$ cat src/rtl/boot_loader_mem_pkg.sv
// Shared definitions for the boot loader memory: memory geometry and the
// loader FSM state encoding.
//
// Optional feature macro: BOOT_LOADER_CHECKSUM_EN (S_CSUM / S_ERR are only
// reachable when it is defined; the encodings exist in both builds).
package boot_loader_mem_pkg;

   localparam int MEM_ADDR_W = 8;
   localparam int MEM_DATA_W = 16;

   typedef enum logic [2:0] {
      S_LEN  = 3'd0,
      S_HI   = 3'd1,
      S_LO   = 3'd2,
      S_CSUM = 3'd3,
      S_RUN  = 3'd4,
      S_ERR  = 3'd5
   } state_t;

endpackage

$ cat src/rtl/boot_loader_mem_sp_ram_rf.sv
// sp_ram_rf: read-first synchronous RAM with one write port and one
// registered read port. Array contents are never reset; only the read
// register is.
//
// Ports:
//   clk    in   rising-edge clock
//   rst    in   synchronous active-high reset (read register only)
//   we     in   write enable
//   waddr  in   write address
//   wdata  in   write data
//   raddr  in   read address
//   rdata  out  registered read data, old contents on a same-address write
module sp_ram_rf #(
   parameter int ADDR_W = 8,
   parameter int DATA_W = 16
) (
   input  logic              clk,
   input  logic              rst,
   input  logic              we,
   input  logic [ADDR_W-1:0] waddr,
   input  logic [DATA_W-1:0] wdata,
   input  logic [ADDR_W-1:0] raddr,
   output logic [DATA_W-1:0] rdata
);

   logic [DATA_W-1:0] mem [2**ADDR_W];

   always_ff @(posedge clk) begin
      if (we) mem[waddr] <= wdata;
   end

   always_ff @(posedge clk) begin
      if (rst) rdata <= '0;
      else     rdata <= mem[raddr];
   end

endmodule

$ cat src/rtl/boot_loader_mem.sv
// boot_loader_mem: unified program/data memory with a byte-serial program
// loader. Holds the CPU in reset while an image is streamed in from address
// 0, then releases it.
//
// Optional feature macro: BOOT_LOADER_CHECKSUM_EN adds a trailing XOR
// checksum byte; a mismatch parks the FSM in S_ERR with load_err set.
//
// Ports:
//   clk, rst             clock, synchronous active-high reset
//   cpu_addr/cpu_wdata   CPU address and write data
//   cpu_wea              CPU write enable (honoured only while running)
//   cpu_rdata            registered read data (1-cycle latency)
//   cpu_hold             1 = CPU held in reset
//   ld_byte/ld_valid     loader byte stream
//   ld_ready             loader byte accepted this cycle (state-only)
//   load_done            image loaded, CPU running
//   load_err             checksum failure (0 without the feature)
//   word_count           words written by the current load
//
// state  | meaning
// S_LEN  | waiting for length byte (0 = full depth)
// S_HI   | waiting for high byte of next word
// S_LO   | waiting for low byte; word written on acceptance
// S_CSUM | waiting for checksum byte (feature only)
// S_RUN  | image loaded, CPU released
// S_ERR  | checksum mismatch, CPU kept in reset (feature only)
module boot_loader_mem
   import boot_loader_mem_pkg::*;
#(
   parameter int ADDR_W = MEM_ADDR_W,
   parameter int DATA_W = MEM_DATA_W
) (
   input  logic              clk,
   input  logic              rst,
   input  logic [ADDR_W-1:0] cpu_addr,
   input  logic [DATA_W-1:0] cpu_wdata,
   input  logic              cpu_wea,
   output logic [DATA_W-1:0] cpu_rdata,
   output logic              cpu_hold,
   input  logic [7:0]        ld_byte,
   input  logic              ld_valid,
   output logic              ld_ready,
   output logic              load_done,
   output logic              load_err,
   output logic [ADDR_W:0]   word_count
);

   state_t              state, state_next;
   logic [ADDR_W:0]     remaining;
   logic [DATA_W-9:0]   hi;
   logic [ADDR_W-1:0]   wptr;
   logic                xfer;
   logic                ld_we;
   logic                cpu_we;
   logic                ram_we;
   logic [ADDR_W-1:0]   ram_waddr;
   logic [DATA_W-1:0]   ram_wdata;
`ifdef BOOT_LOADER_CHECKSUM_EN
   logic [7:0]          csum;
`endif

   always_ff @(posedge clk) begin
      if (rst) state <= S_LEN;
      else     state <= state_next;
   end

   always_comb begin
      state_next = state;
      ld_ready   = 1'b0;
      ld_we      = 1'b0;
      case (state)
         S_LEN: begin
            ld_ready = 1'b1;
            if (ld_valid) state_next = S_HI;
         end
         S_HI: begin
            ld_ready = 1'b1;
            if (ld_valid) state_next = S_LO;
         end
         S_LO: begin
            ld_ready = 1'b1;
            if (ld_valid) begin
               ld_we = 1'b1;
               if (remaining == (ADDR_W+1)'(1)) begin
`ifdef BOOT_LOADER_CHECKSUM_EN
                  state_next = S_CSUM;
`else
                  state_next = S_RUN;
`endif
               end else begin
                  state_next = S_HI;
               end
            end
         end
`ifdef BOOT_LOADER_CHECKSUM_EN
         S_CSUM: begin
            ld_ready = 1'b1;
            if (ld_valid) state_next = (ld_byte == csum) ? S_RUN : S_ERR;
         end
`endif
         default: begin
            state_next = state;
         end
      endcase
   end

   assign xfer = ld_valid & ld_ready;

   always_ff @(posedge clk) begin
      if (rst) begin
         remaining  <= '0;
         hi         <= '0;
         wptr       <= '0;
         word_count <= '0;
         cpu_hold   <= 1'b1;
         load_done  <= 1'b0;
      end else begin
         if (xfer && state == S_LEN)
            remaining <= (ld_byte == 8'd0) ? (ADDR_W+1)'(2**ADDR_W)
                                           : (ADDR_W+1)'(ld_byte);
         if (xfer && state == S_HI) hi <= ld_byte;
         if (ld_we) begin
            wptr       <= wptr + 1'b1;
            word_count <= word_count + 1'b1;
            remaining  <= remaining - 1'b1;
         end
         // Registered from state so the CPU sees release one cycle after entry.
         cpu_hold  <= (state != S_RUN);
         load_done <= (state == S_RUN);
      end
   end

`ifdef BOOT_LOADER_CHECKSUM_EN
   always_ff @(posedge clk) begin
      if (rst) begin
         csum     <= '0;
         load_err <= 1'b0;
      end else begin
         if (xfer && (state == S_HI || state == S_LO)) csum <= csum ^ ld_byte;
         load_err <= (state == S_ERR);
      end
   end
`else
   assign load_err = 1'b0;
`endif

   // Loader owns the write port until release; the CPU write is also gated by
   // cpu_hold so the entry cycle of S_RUN cannot sneak a write through.
   assign cpu_we    = cpu_wea && (state == S_RUN) && !cpu_hold;
   assign ram_we    = ld_we | cpu_we;
   assign ram_waddr = ld_we ? wptr : cpu_addr;
   assign ram_wdata = ld_we ? {hi, ld_byte} : cpu_wdata;

   sp_ram_rf #(
      .ADDR_W(ADDR_W),
      .DATA_W(DATA_W)
   ) u_ram (
      .clk   (clk),
      .rst   (rst),
      .we    (ram_we),
      .waddr (ram_waddr),
      .wdata (ram_wdata),
      .raddr (cpu_addr),
      .rdata (cpu_rdata)
   );

endmodule
$ cat config.mk
export PLATFORM = sky130hd
export DESIGN_NAME = boot_loader_mem
export DESIGN_NICKNAME = d
export VERILOG_FILES = /design/src/rtl/boot_loader_mem_pkg.sv /design/src/rtl/boot_loader_mem_sp_ram_rf.sv /design/src/rtl/boot_loader_mem.sv
export SDC_FILE = /design/constraint.sdc
export NUM_CORES = 2
export LEC_CHECK = 0
export CORE_UTILIZATION = 60
export CTS_CLUSTER_DIAMETER = 50
export DETAILED_ROUTE_END_ITERATION = 7
export PLACE_DENSITY = 0.75
export SLEW_MARGIN = 10
export SYNTH_ARGS = -nofsm -noshare
export SYNTH_HDL_FRONTEND = slang
export SYNTH_SLANG_ARGS = --single-unit
$ cat constraint.sdc
create_clock -name clk -period 15.7 [get_ports clk]
set_input_delay 3.14 -clock clk [delete_from_list [all_inputs] [get_ports clk]]
set_output_delay 3.14 -clock clk [all_outputs]
set_load 0.01 [all_outputs]
==> flow_metrics.env <==
export IMPL_status="finished, violations left"
export IMPL_violations="DRC"
export IMPL_min_period_ns=7.926
export IMPL_cts_tree="built"
export IMPL_placed_cells=11170
export IMPL_area_growth_pct=11.87
export IMPL_ant_nets=0
export IMPL_grt_pass1_wl_um=614300
export IMPL_async_flop_share=0
export IMPL_htreeDepth=5
export IMPL_cts_resized=0
export IMPL_rsz0062_at_grt="false"
export IMPL_gp_congestion=0.8959
export IMPL_drt_iter0_drc=14220
export IMPL_cts_root_buf="clkbuf_16"
export IMPL_wl_per_cell_um=36.63
export IMPL_seq_area_frac_synth=0.7692
export IMPL_syn_nets=7659
export IMPL_num_vias=84720
export IMPL_synthTopCellsByArea="edfxtp_1, mux4_2, mux2i_1"
export IMPL_worstRegToRegCells=7
export IMPL_postCtsSetupBuffers=0
export IMPL_ys_ff_latch=4151
export IMPL_num_rows=190
export IMPL_die_w_um=520.5
export IMPL_critical_path_class="in2reg"
export IMPL_routed_via_density=7.084
export IMPL_max_clock_freq_mhz=126.2
export IMPL_dp_slack_ns=7.031
export IMPL_syn_area_per_cell_um2=21.17
export IMPL_instances_no_fill=11960
export IMPL_clk_pin_slew_ns=0.06
export IMPL_cts_inserted_buffers=420
export IMPL_fin_tns_setup_ns=0
export IMPL_yosysMostFrequentCell="edfxtp_1"
export IMPL_yosysWarningCount=0
export IMPL_peakVddDrop_mv=0.1128
export IMPL_clk_latency_ns=0.97
export IMPL_maxCapViolCount=0
export IMPL_relSlewSlack=0.09045
export IMPL_fillers=16250
export IMPL_start_util=0.6027
export IMPL_grt_max_degree=213
export IMPL_start_kind="primary input"
export IMPL_port_buffers=63
export IMPL_drc=1
export IMPL_post_dp_hpwl_um=245500
export IMPL_power_total_uw=23450
export IMPL_cts_sinks=4151
export IMPL_multi_input_comb_area_um2=34260
export IMPL_ys_types=78
export IMPL_cts_hold_fix_buffers=0
export IMPL_cp_arrival_ns=8.75
export IMPL_setup_viol=0
export IMPL_grt_usage=0.3238
export IMPL_core_um2=267700
export IMPL_fin_crit_sh=0.5049
export IMPL_yosys_area_top_type_share=0.7624
export IMPL_leakage_uw=0.05752
export IMPL_synth_edff_count=4096
export IMPL_grt_ovfl_total=0
export IMPL_synthTopCellsByCount="edfxtp_1, mux4_2, mux2i_1"
export IMPL_synth_area_leader_cell="edfxtp_1"
export IMPL_seq_area_um2=124100
export IMPL_worstMarginPinSlew_ns=1.359
export IMPL_first_pass_iters=8
export IMPL_worst_path_max_fanout=103
export IMPL_ios=65
export IMPL_die_h_um=520.5
export IMPL_slew_viol_final=0
export IMPL_synth_ff_type="edfxtp_1"
export IMPL_p_per_area_nw_per_um2=130.0
export IMPL_drive_gt1_frac=0.2262
export IMPL_synthCells=7619
export IMPL_holdPathStages=2
export IMPL_wirelength_um=438000
export IMPL_worstPathRequired_ns=16.52
export IMPL_hold_violations=0
export IMPL_grt_pass1_vias=82320
export IMPL_die_area_um2=271000
export IMPL_clock_path_buffers=4
export IMPL_clock_skew_ns=0.07276
export IMPL_setup_ws_ns=7.774
export IMPL_antenna_found_initial=29
export IMPL_layout_nets=8076
export IMPL_worstSetupEndpointType="register"
export IMPL_hold_class="reg2reg"
export IMPL_netlist_area_um2=161300
## cell usage in the layout, fill, tap and decap left out, drive strengths merged, types with 14 or more instances in the layout
master and n:
edfxtp 4096, mux4 868, mux2i 504, clkbuf 501, buf 398, nor2 361, nand2 270, o221ai 202
clkinv 182, a21oi 135, o22ai 114, o21ai 102, nand3 70, clkdlybuf4s50 57, nor3 56, dfxtp 55
bufinv 48, a211oi 28, inv 26, o211ai 25, a22oi 23, clkinvlp 22, diode 21, nor4 19
a311oi 19, or3 18, nand4 18, o31ai 17, nand3b 14, and3 14
## area by class of cell
cell class | instances | area share
inverters | 7 | 0.0002010
clock buffers | 501 | 0.06067
flip-flops and latches | 4151 | 0.6876
diodes | 21 | 0.0002912
well taps | 3552 | 0.02462
repair buffers | 455 | 0.02088
multi-input cells | 3001 | 0.1898
clock inverters | 271 | 0.01589
## state kept, by name, summed over array words and instances (netlist names)
signal and cells:
word_count 9, wptr 8, u_ram.mem 4096, cpu_hold 1
load_done 1, state 3, u_ram.rdata 16, remaining 9
hi 8
## path summary, 6_finish.rpt
check / slack [ns] / to / start
max: 7.77 / u_ram.rdata[9]$_SDFF_PP0_ / cpu_addr[0]
min: 0.46 / hi[3]$_SDFFE_PP0P_ / hi[3]$_SDFFE_PP0P_
max reg2reg: 10.53 / u_ram.mem[23][4]$_DFFE_PP_ / state[1]$_SDFFE_PP0P_
min reg2reg: 0.46 / hi[3]$_SDFFE_PP0P_ / hi[3]$_SDFFE_PP0P_
## worst max-delay path: stages
cell	delay [ns]
buf_16	0.46
buf_4	0.77
buf_4	0.77
buf_12	0.62
mux2i_1	0.16
o221ai_1	0.37
o22ai_1	0.15
o21ai_0	0.96
nand4_1	0.61
o31ai_1	0.43
## power breakdown
| group | total [µW] | leakage, µW | switching [µW] | internal, µW |
|---|---|---|---|---|
| registers | 12300 | 0.0373 | 22.7 | 12200 |
| clock network | 10000 | 0.00672 | 4260 | 5790 |
| logic | 1150 | 0.0135 | 792 | 357 |
| total | 23500 | 0.0575 | 5070 | 18400 |
## per-stage QoR
| stage | util | hold slack, ns | area, µm² |
|---|---|---|---|
| floorplan | - | 0.4366 | 161300 |
| global placement | 0.6220 | 0.4427 | 166500 |
| detailed placement | 0.6224 | 0.4512 | 166600 |
| CTS | 0.6740 | 0.4600 | 180400 |
| global route | 0.6741 | 0.4885 | 180400 |
| finish | 0.6742 | 0.4623 | 180500 |
## cells by family after synthesis
family | share of synthesized area
flip-flops | 0.7692
multiplexers | 0.1540
AND/OR/NAND/NOR | 0.02379
AO/OA/AOI/OAI | 0.03173
buffers and inverters | 0.02027
XOR/XNOR | 0.0007058
adder cells (fa/ha/maj) | 0.0003102
other | 0.00002324
## per-layer routing
| layer | GRT usage | part of all wire | vias up |
|---|---|---|---|
| met1 | 0.4497 | 0.36 | 43830 |
| met2 | 0.4793 | 0.46 | 6882 |
| met4 | 0.1523 | 0.052 | 26 |
| li1 | - | - | 32880 |
| met3 | 0.09367 | 0.14 | 1107 |
| met5 | 0.005616 | 0.00085 | - |
Note: power is estimated with default switching activity, not from simulation.
